==> config.mk <==
export PLATFORM = sky130hd
export DESIGN_NAME = mac_filter_sched
export DESIGN_NICKNAME = d
export VERILOG_FILES = /design/src/rtl/mac_filter_sched.sv
export SDC_FILE = /design/constraint.sdc
export NUM_CORES = 1
export LEC_CHECK = 0
export BUFFER_PORTS_ARGS = -buffer_cell sky130_fd_sc_hd__buf_4
export CAP_MARGIN = 30
export CORE_UTILIZATION = 42
export DETAILED_ROUTE_END_ITERATION = 10
export PLACE_DENSITY_LB_ADDON = 0.05
export SETUP_SLACK_MARGIN = 0.1
export SYNTH_ARGS = -nofsm -noshare
export SYNTH_HDL_FRONTEND = slang
export SYNTH_SLANG_ARGS = --single-unit
==> constraint.sdc <==
create_clock -name clk_i -period 1.9 [get_ports clk_i]
set_clock_uncertainty 0.1 [all_clocks]
set_input_delay 0.19 -clock clk_i [delete_from_list [all_inputs] [get_ports clk_i]]
set_output_delay 0.19 -clock clk_i [all_outputs]
set_load 0.01 [all_outputs]
==> src/rtl/mac_filter_sched.sv <==
`default_nettype none
// ============================================================================
// Module      : mac_filter_sched
// Description : Shares one combinational mac across NUM_FILTERS output
//               filters. Holds a per-filter weight bank, latches one kernel
//               window per handshake and replays it against each filter's
//               weights on consecutive cycles, emitting one result per filter.
// Revision    : 1.0 - initial release
// ============================================================================
module mac_filter_sched #(
    parameter int KERNEL_WIDTH  = 3,
    parameter int WIDTH_IN      = 1,
    parameter int WIDTH_OUT     = 32,
    parameter int WEIGHT_WIDTH  = 2,
    parameter int NUM_FILTERS   = 4,
    localparam int c_KERNEL_AREA = KERNEL_WIDTH * KERNEL_WIDTH,
    localparam int c_FILT_IDX_W  = (NUM_FILTERS > 1) ? $clog2(NUM_FILTERS) : 1
) (
    input  logic                                    clk_i,
    input  logic                                    rst_ni,
    input  logic                                    reload_i,
    input  logic                                    weight_valid_i,
    output logic                                    weight_ready_o,
    input  logic [c_KERNEL_AREA*WEIGHT_WIDTH-1:0]   weight_data_i,
    input  logic                                    valid_i,
    output logic                                    ready_o,
    input  logic [c_KERNEL_AREA*WIDTH_IN-1:0]       window_i,
    output logic [c_KERNEL_AREA*WIDTH_IN-1:0]       mac_window_o,
    output logic [c_KERNEL_AREA*WEIGHT_WIDTH-1:0]   mac_weights_o,
    input  logic [WIDTH_OUT-1:0]                    mac_data_i,
    output logic                                    valid_o,
    input  logic                                    ready_i,
    output logic [WIDTH_OUT-1:0]                    data_o,
    output logic [c_FILT_IDX_W-1:0]                 filt_idx_o,
    output logic                                    last_o
);

    localparam int c_WEIGHT_BITS = c_KERNEL_AREA * WEIGHT_WIDTH;
    localparam int c_WINDOW_BITS = c_KERNEL_AREA * WIDTH_IN;
    localparam logic [c_FILT_IDX_W-1:0] c_LAST_IDX = c_FILT_IDX_W'(NUM_FILTERS - 1);
    localparam logic [c_FILT_IDX_W-1:0] c_ONE      = c_FILT_IDX_W'(1);

    localparam logic [1:0] c_S_LOAD = 2'd0;
    localparam logic [1:0] c_S_IDLE = 2'd1;
    localparam logic [1:0] c_S_RUN  = 2'd2;

    logic [1:0]               r_state;
    logic [1:0]               w_state_nxt;
    logic [c_FILT_IDX_W-1:0]  r_wptr;
    logic [c_FILT_IDX_W-1:0]  r_idx;
    logic [c_WINDOW_BITS-1:0] r_window;
    logic [c_WEIGHT_BITS-1:0] r_bank [NUM_FILTERS];
    logic                     r_reload_pend;

    logic w_last;
    logic w_wptr_last;
    logic w_reload_req;
    logic w_wt_hs;
    logic w_win_hs;
    logic w_step;

    assign w_last       = (r_idx == c_LAST_IDX);
    assign w_wptr_last  = (r_wptr == c_LAST_IDX);
    assign w_reload_req = reload_i | r_reload_pend;
    assign w_wt_hs      = weight_valid_i & weight_ready_o;
    assign w_win_hs     = valid_i & ready_o;
    assign w_step       = (r_state == c_S_RUN) & ready_i & ~w_last;

    // The mac sees the latched window and the current filter's weights; its
    // result is passed straight through as the output data.
    assign mac_window_o  = r_window;
    assign mac_weights_o = r_bank[r_idx];
    assign data_o        = mac_data_i;

    // Next-state and handshake decode; reload always wins over a new window.
    always_comb begin
        w_state_nxt    = r_state;
        weight_ready_o = 1'b0;
        ready_o        = 1'b0;
        valid_o        = 1'b0;
        last_o         = 1'b0;
        filt_idx_o     = '0;
        case (r_state)
            c_S_LOAD: begin
                weight_ready_o = 1'b1;
                if (weight_valid_i && w_wptr_last) begin
                    w_state_nxt = c_S_IDLE;
                end
            end
            c_S_IDLE: begin
                if (w_reload_req) begin
                    w_state_nxt = c_S_LOAD;
                end else begin
                    ready_o = 1'b1;
                    if (valid_i) begin
                        w_state_nxt = c_S_RUN;
                    end
                end
            end
            c_S_RUN: begin
                valid_o    = 1'b1;
                filt_idx_o = r_idx;
                last_o     = w_last;
                if (ready_i && w_last) begin
                    if (w_reload_req) begin
                        w_state_nxt = c_S_LOAD;
                    end else begin
                        // Last result leaving: a waiting window is taken in the
                        // same cycle to keep the mac busy back to back.
                        ready_o = 1'b1;
                        if (!valid_i) begin
                            w_state_nxt = c_S_IDLE;
                        end
                    end
                end
            end
            default: begin
                w_state_nxt = c_S_LOAD;
            end
        endcase
    end

    // State, pointers, window latch and deferred-reload flag.
    always_ff @(posedge clk_i or negedge rst_ni) begin
        if (!rst_ni) begin
            r_state       <= c_S_LOAD;
            r_wptr        <= '0;
            r_idx         <= '0;
            r_window      <= '0;
            r_reload_pend <= 1'b0;
        end else begin
            r_state <= w_state_nxt;
            if (w_wt_hs) begin
                r_wptr <= w_wptr_last ? '0 : r_wptr + c_ONE;
            end
            if (w_win_hs) begin
                r_window <= window_i;
                r_idx    <= '0;
            end else if (w_step) begin
                r_idx <= r_idx + c_ONE;
            end
            if (w_state_nxt == c_S_LOAD) begin
                r_reload_pend <= 1'b0;
            end else if (reload_i && (r_state == c_S_RUN)) begin
                r_reload_pend <= 1'b1;
            end
        end
    end

    // Weight bank; cleared on reset so a full reload is always required.
    always_ff @(posedge clk_i or negedge rst_ni) begin
        if (!rst_ni) begin
            for (int i = 0; i < NUM_FILTERS; i++) begin
                r_bank[i] <= '0;
            end
        end else if (w_wt_hs) begin
            r_bank[r_wptr] <= weight_data_i;
        end
    end

endmodule
`default_nettype wire

## Word level (Yosys, flattened, before mapping)

Index checks and enable logic that the tools add are counted.
Widths: inputs -> output; s select.

- Bitwise gates (word level): 8
- Magnitude comparators: 3
- Add/sub/neg operators: 2
- Reductions and logical operators: 8
- Mux-type cells: 25
- Equality and inequality tests: 4

Operators by type and width:

| operator | count |
|---|---|
| $bwmux 72 | 1 |
| $mux 18 | 3 |
| $bmux 18 s2 | 1 |
| $demux 18 s2 | 1 |
| $mux 2 | 10 |
| $mux 1 | 7 |
| $eq 2x2->1 const B | 3 |
| $ge 3x3->1 const B | 2 |
| $not 2->3 | 2 |
| $pmux 2 s3 | 1 |
| $add 2x1->2 const B | 2 |
| $and 1x1->1 | 4 |
| $logic_and 1x1->1 | 4 |
| $logic_not 2->1 | 2 |
| $reduce_bool 2->1 | 2 |
| $lt 3x1->1 const B | 1 |
| $eq 2x1->1 const B | 1 |
| $pmux 1 s2 | 1 |
| $not 1->1 | 1 |
| $or 1x1->1 | 1 |

- Flip-flop bits (word level): 88
- Logic and storage cells: 59

## Logic depth before layout (Yosys ltp)

Gate-level depths: netlist (run 1).

- Word-level depth: 6
- Depth in mapped cells: 8

## Worst setup path before layout (run 1)

Ideal clock, no wire load.

- Path kind: register -> register
- From: register r_state[0]
- To: register r_window[0], in the netlist mac_window_o[0]
- Path buffers: 2
- Required time: 1675 ps
- Path slack: 52 ps
- Cell stages (with the launch flop): 9
- Data arrival time: 1623 ps
- Library setup time: 125 ps
- Path through: dfrtp_1 -> inv_1 -> ha_1 -> buf_6 -> and3_1 -> o21ai_2 -> nor2_2 -> buf_6 -> mux2_4

- Word-level cells in the longest chain between the ends: 3

Ends and longest elaborated chain:

| what | line | RTL |
|---|---|---|
| from (decl) | 47 | `logic [1:0] r_state;` |
| from (signal assigned) | 126 | `r_state <= c_S_LOAD;` |
| from (signal assigned) | 132 | `r_state <= w_state_nxt;` |
| $eq 2x2->1 or $eq 2x1->1 (tied branches) | 83 | `case (r_state)` |
| $pmux 1 s2 (*) | 83 |  |
| $and 1x1->1 (*) | 66 | `assign w_win_hs = valid_i & ready_o;` |
| to (signal assigned) | 137 | `r_window <= window_i;` |
| to (decl) | 51 | `logic [c_WINDOW_BITS-1:0] r_window;` |

Mark *: on every way between the ends. The rest lies on a longest branch, timed or not.
A chain may end at the register's enable or synchronous reset.

## Worst setup path after layout (run 1)

- From: register r_idx[0]
- To: output mac_weights_o[8]

- Word-level cells in the longest chain between the ends: 4

Ends and longest elaborated chain:

| what | line | RTL |
|---|---|---|
| from (decl) | 50 | `logic [c_FILT_IDX_W-1:0] r_idx;` |
| from (signal assigned) | 140 | `r_idx <= r_idx + c_ONE;` |
| $not 2->3 (implied by the code) | 72 | `assign mac_weights_o = r_bank[r_idx];` |
| $bmux 18 s2 | 72 |  |
| $mux 18 (implied by the code) (2 in series) | 72 |  |
| to (decl) | 29 | `output logic [c_KERNEL_AREA*WEIGHT_WIDTH-1:0] mac_weights_o,` |

No other way between the ends. The select of a mux whose other input is x is not followed.

==> results.py, run 1 <==
metrics = {
    "synth": {
        "netlist.area_leader.share_pct": 51.5,
        "syn_nets": 356,
        "synthArstFlopShare_pct": 100,
        "synthFlopType": "dfrtp_1",
        "synth_cell_types": 32,
        "synth_area_leaders": "dfrtp_1 (51%), mux2_2 (20%), mux4_2 (9.5%)",
        "ys_seq_area_share_pct": 51.5,
        "synth.cell_area_sq_um": 4280,
        "synth.avg_cell_area_sq_um": 15.2,
        "syn_inst": 282,
        "ys.warnings.count": 0,
        "synth_top_area_cell": "dfrtp_1",
        "ys_ff_latch": 88,
        "synth-edff-count": 0,
    },
    "routing": {
        "drc_errors": 0,
        "wl_um": 8770,
        "wl_per_cell_um": 17.4,
        "vias": 2547,
        "postRouteAntennaNets": 0,
        "detail_route.first_pass.iterations": 4,
        "via_per_inst": 5.05,
        "initialDrtViolationCount": 75,
    },
    "die": {
        "die_area_sq_um": 10600,
        "coreArea_sq_um": 9820,
        "ios": 130,
        "chipHeight_um": 103,
        "start_util_pct": 43.6,
        "fp.dieW_um": 103,
        "rows": 36,
    },
    "placed_design": {
        "dp_cells": 452,
        "io_buffers": 65,
        "place.gp.congestion": 0.751,
        "dp_hpwl_um": 5600,
        "place_area_sq_um": 4780,
    },
    "clock_tree": {
        "htreeDepth": 3,
        "cts_buffer_depth": 2,
        "worstSkewPairLatency_ps": 360,
        "cts_tree": "done",
        "path_clk_slew_ps": 90,
        "cts-root-buf": "clkbuf_8",
        "cts.sinks": 88,
        "numCtsBuffers": 9,
    },
    "critical_path": {
        "cp-start-kind": "flop",
        "r2r_cells": 8,
        "worstSetupPathType": "flop to output pin",
        "required_ps": 1610,
        "crit_fanout": 8,
        "crit_path_end_kind": "output pin",
        "arrival_ps": 1640,
    },
    "grt": {
        "grt_pass1_vias": 2629,
        "overflow": 0,
        "grt_max_degree": 44,
        "grt_use_total_pct": 17.1,
        "grt_pass1_wl_um": 13400,
        "antenna_found_initial": 0,
    },
    "power_and_ir_drop": {
        "p_leak_nw": 2.45,
        "power.density_nw_per_um2": 1630,
        "totalPowerFinal_w": 0.00902,
        "ir_drop_mv": 0.856,
    },
    "timing": {
        "setup_viol": 12,
        "holdWs_ps": 95.1,
        "final_max_slew_viol_count": 0,
        "worst_slew_margin_rel_pct": 76.7,
        "hold_viol_final": 0,
        "fin_crit_sh_pct": 101,
        "clock.fmax_mhz": 519,
        "worst_pin_slew_ps": 350,
        "worst_slack_ps": -26.4,
        "rsz0062_at_grt": "true",
        "period_minus_slack_ps": 1930,
    },
    "final_layout": {
        "postLayoutCellArea_sq_um": 5540,
        "area_growth_pct": 29.4,
        "layout_common_cells": "dfrtp_1 (87), mux2_2 (74), buf_4 (54)",
        "fin_nets": 440,
        "fin_cells": 504,
        "num-fill-cells": 837,
        "layout_commonest_cell": "dfrtp_1",
        "num_antenna_cells": 0,
        "drive_gt1_share_pct": 60.6,
        "seq_area_sq_um": 2200,
        "multi_input_area_sq_um": 1790,
    },
    "min_path": {
        "hold_depth": 3,
        "hold_class": "primary input to flop",
    },
    "run_status": {
        "status": "complete, but fails checks",
        "violations": "negative setup slack",
    },
    "run": {
        "drv_cap": 0,
    },
}
[final timing paths]
path | slack, ps | end | from
setup / recovery | -30 | mac_weights_o[8] | r_idx[0]
hold / removal | 100 | r_reload_pend | reload_i
setup reg to reg | 40 | mac_window_o[4] | r_state[1]
hold reg to reg | 410 | r_bank[31] | r_bank[31]
max in group asynchronous | 880 | r_idx[0] | rst_ni
min in group asynchronous | 180 | r_bank[52] | rst_ni
[cells in the mapped netlist (2+ instances only)]
master     n
inv_1      4
buf_6      5
ha_1       9
and2_2     4
a21oi_1    2
dfrtp_1   88
nor2_1     6
mux2_4     8
buf_2      3
mux4_2    18
clkbuf_1   2
nand2_1    4
mux2_2    75
nand3_2    3
buf_4     34
[worst max-delay path, stage by stage, from the launching register on]
cell     delay [ps]
dfrtp_2         420
buf_6           180
mux4_2          540
buf_6           140
[layer usage]
layer / track usage (%) / vias up / share of wire [%] / routed length (um)
met5: 0 / - / 0 / 0
met3: 4.61 / 22 / 4.4 / 384
li1: - / 1157 / - / -
met4: 5.53 / 0 / 1.6 / 136
met2: 28.0 / 74 / 50 / 4410
met1: 22.3 / 1294 / 44 / 3840
[state kept, by name (all words and copies together) (netlist names)]
register       flops
r_state            2
r_reload_pend      1
r_wptr             2
mac_window_o       9
r_idx              2
r_bank            72
[area by class of cell]
| cell class | instances | share of cell area [%] |
|---|---|---|
| timing repair buffer | 117 | 21.0 |
| inverter | 4 | 0.271 |
| clock buffer | 9 | 2.24 |
| sequential | 88 | 39.8 |
| multi-input combinational | 146 | 32.3 |
| tap | 133 | 3.00 |
| clock inverter | 7 | 1.38 |
[kinds of logic (layout without fill, tap and decap cells)]
logic type                 after synthesis  in the layout  synth area share [%]
AOI/OAI and AO/OA                       12             12                  2.02
xor gates and xnor gates                 1              1                 0.205
adders and majority gates                9              9                  2.63
buffers and inverters                   48            137                  8.16
DFF                                     88             88                  51.5
muxes                                  102            102                  32.3
and+or+nand+nor                         22             22                  3.27
[through the flow]
stage	setup slack (ps)	util [%]	TNS [ps]
after detailed placement	151	48.7	0
after floorplan	77.3	-	0
after global placement	171	48.7	0
final	-26.4	56.4	-144
after CTS	-63.7	55.1	-732
after global routing	-103	56.4	-1460
[timing repair]
item,4_1_cts,5_1_grt
endpoints found under the hold margin,139,0
setup endpoints to repair,20,32
gates cloned,0,2
resized for setup,35,9
pin swaps,5,5
hold buffers,28,0
setup buffers,2,4
[report_power, final]
| part | total (W) | switching [W] | leakage [nW] | internal [W] |
|---|---|---|---|---|
| sequential | 0.00327 | 0.000460 | 1.06 | 0.00281 |
| clock | 0.00133 | 0.000710 | 0.0966 | 0.000619 |
| combinational | 0.00442 | 0.00163 | 1.29 | 0.00279 |
No activity file was read; power rests on OpenSTA's default activity.
==> run 2: changes to the inputs <==
Settings changed: ABC_AREA set to 1.
==> run 2 against run 1 <==
  * The flow now finishes without violations
  * Utilization shrank 1.6 points
  * Fmax up 5.6%
  * Cell count is 39% higher
  * Global-route usage up 2.4 points
  * Routed wire length rose by 17%
  * Flip-flop and latch count did not move
  * Area after synthesis decreased by 1.1%
  * First-iteration DRC count is 110% higher
  * Cell area shrank 3.3%
  * Sequential power is essentially flat
  * Largest cell class unchanged
  * Largest power group unchanged
  * Highest routed layer unchanged
==> results.py, run 2 <==
metrics = {
    "grt": {
        "overflow": 0,
        "grt_use_total_pct": 19.5,
        "grt_pass1_vias": 3267,
        "antenna_found_initial": 0,
        "grt_max_degree": 62,
        "grt_pass1_wl_um": 15800,
    },
    "critical_path": {
        "regToRegSetupSlack_ps": 230,
        "slowest_delay_ps": 450,
        "arrival_ps": 1530,
        "r2r-start": "r_state[1]",
        "r2r_end": "r_bank[29]",
        "required_ps": 1610,
        "cp-start-kind": "flop",
        "path_delay_family": "buffers and inverters",
        "worstSetupPathType": "flop to output pin",
        "crit_fanout": 6,
        "slowest_stage": "dfrtp_2",
        "r2r_cells": 8,
        "path_buf_inv": 4,
        "path_cells": "buf_6, clkinv_8, clkbuf_16, o21ai_1, o22ai_1, buf_4",
        "crit_path_end_kind": "output pin",
    },
    "run": {
        "drv_cap": 0,
    },
    "clock_tree": {
        "numCtsBuffers": 9,
        "path_clk_slew_ps": 90,
        "cts_buffer_depth": 2,
        "cts-root-buf": "clkbuf_8",
        "worstSkewPairLatency_ps": 340,
        "cts_tree": "done",
        "htreeDepth": 3,
        "cts.sinks": 88,
    },
    "synth": {
        "muxShareOfSynthArea_pct": 0,
        "ys.warnings.count": 0,
        "synth_commonest_cells": "nand2_1 (115), dfrtp_1 (88), o21ai_1 (83)",
        "synth_simple_gate_area_share_pct": 16.8,
        "synth_xor_area_share_pct": 0,
        "ys_seq_area_share_pct": 52.0,
        "synth_area_leaders": "dfrtp_1 (52%), nand2_1 (10%), o21ai_1 (9.8%)",
        "synth_compound_area_share_pct": 16.5,
        "synth.cell_area_sq_um": 4230,
        "synthArstFlopShare_pct": 100,
        "synth.avg_cell_area_sq_um": 8.47,
        "synth_top_family_by_area": "simple AND/OR/NAND/NOR gates",
        "synth_fa_ha_area_share_pct": 2.66,
        "synth_top_area_cell": "dfrtp_1",
        "netlist.area_leader.share_pct": 52.0,
        "syn_nets": 574,
        "synth_cell_types": 21,
        "ys_ff_latch": 88,
        "synthFlopType": "dfrtp_1",
        "syn_inst": 500,
        "synth.most_common_cell": "nand2_1",
        "synth-edff-count": 0,
    },
    "die": {
        "coreArea_sq_um": 9770,
        "start_util_pct": 43.3,
        "ios": 130,
        "fp.dieW_um": 102,
        "die_area_sq_um": 10500,
        "rows": 36,
        "chipHeight_um": 102,
    },
    "min_path": {
        "hold_depth": 3,
        "hold_start": "weight_data_i[12]",
        "min_to": "r_bank[12]",
        "hold_class": "primary input to flop",
    },
    "routing": {
        "vias": 3434,
        "wl_per_cell_um": 14.7,
        "drc_errors": 0,
        "postRouteAntennaNets": 0,
        "wl_um": 10300,
        "via_per_inst": 4.90,
        "initialDrtViolationCount": 158,
        "detail_route.first_pass.iterations": 5,
    },
    "timing": {
        "worst_slew_margin_rel_pct": 73.3,
        "period_minus_slack_ps": 1820,
        "fin_setup_tns_ps": 0,
        "fin_crit_sh_pct": 96.0,
        "rsz0062_at_grt": "true",
        "worst_pin_slew_ps": 400,
        "clock.fmax_mhz": 548,
        "worst_slack_ps": 75.4,
        "final_max_slew_viol_count": 0,
        "setup_viol": 0,
        "holdWs_ps": 34.5,
        "hold_viol_final": 0,
    },
    "placed_design": {
        "io_buffers": 65,
        "place.gp.congestion": 0.770,
        "dp_hpwl_um": 6020,
        "pre_cts_ws_ps": 211,
    },
    "final_layout": {
        "largest_register": "r_bank",
        "drive_gt1_share_pct": 27.5,
        "num_antenna_cells": 0,
        "layout_commonest_cell": "nand2_1",
        "largest_register_ffs": 72,
        "num-fill-cells": 914,
        "layout_common_cells": "nand2_1 (113), buf_4 (88), o21ai_1 (86)",
        "final_util_pct": 54.8,
        "area_growth_pct": 26.5,
        "fin_nets": 637,
    },
    "power_and_ir_drop": {
        "power.density_nw_per_um2": 1760,
        "p_leak_nw": 2.66,
        "totalPowerFinal_w": 0.00941,
        "ir_drop_mv": 0.757,
    },
    "run_status": {
        "status": "finished clean",
    },
}
-- run 2: worst register-to-register path: stages (launching register included) --
cell and delay (ps):
dfrtp_2 450, inv_2 90, ha_1 210, nand2_1 80, inv_2 120, nand2_1 70, buf_4 250, nand2_1 120
o21ai_1 70
-- run 2: kinds of logic after synthesis --
logic type	Yosys count
and+or+nand+nor	177
AOI/OAI and AO/OA	132
buffers and inverters	94
DFF	88
adders and majority gates	9
-- run 2: metrics by stage --
stage               instances  cell area, sq um
detailed placement        654              4640
global placement          654              4640
finish                    701              5360
CTS                       689              5090
floorplan                 500              4230
global route              701              5360
-- run 2: how the worst max path moves through the flow --
stage | end | from | cells past startpoint | slack, ps
2_1_floorplan | mac_window_o[0] | r_state[0] | 11 | 200
3_3_place_gp | r_idx[0] | r_state[0] | 9 | 250
6_report | mac_weights_o[8] | r_idx[0] | 6 | 80
4_1_cts | mac_weights_o[16] | r_idx[0] | 4 | 40
5_1_grt | ready_o | r_idx[0] | 7 | 8
3_5_place_dp | mac_window_o[6] | r_state[0] | 9 | 210
-- run 2: area by class of cell --
type                    count  area (sq um)  area share (%)
flip-flops and latches     88          2210            41.2
multi-input cells         318          1650            30.7
repair buffers            109           956            17.8
well taps                 133           166            3.11
inverters                  36           153            2.85
clock buffers              11           141            2.64
clock inverters             5          80.1            1.49
repair inverters            1          8.76           0.164
-- run 2: metal layers --
metal	routed length (um)	GRT usage [%]
met2	4910	31.6
met3	496	4.24
met4	46	5.49
met1	4820	26.4
met5	0	0
-- run 2: power breakdown --
part / switching (W) / internal [W]
logic: 0.00247 / 0.00222
registers: 0.000541 / 0.00273
clock network: 0.000665 / 0.000776
-- run 2: repair_timing --
action | CTS | global route
gates cloned | 0 | 3
hold endpoints to repair | 36 | 0
setup buffers | 9 | 9
setup endpoints to repair | 19 | 95
gates resized for setup | 22 | 49
pin swaps | 4 | 11
hold buffers | 10 | 0
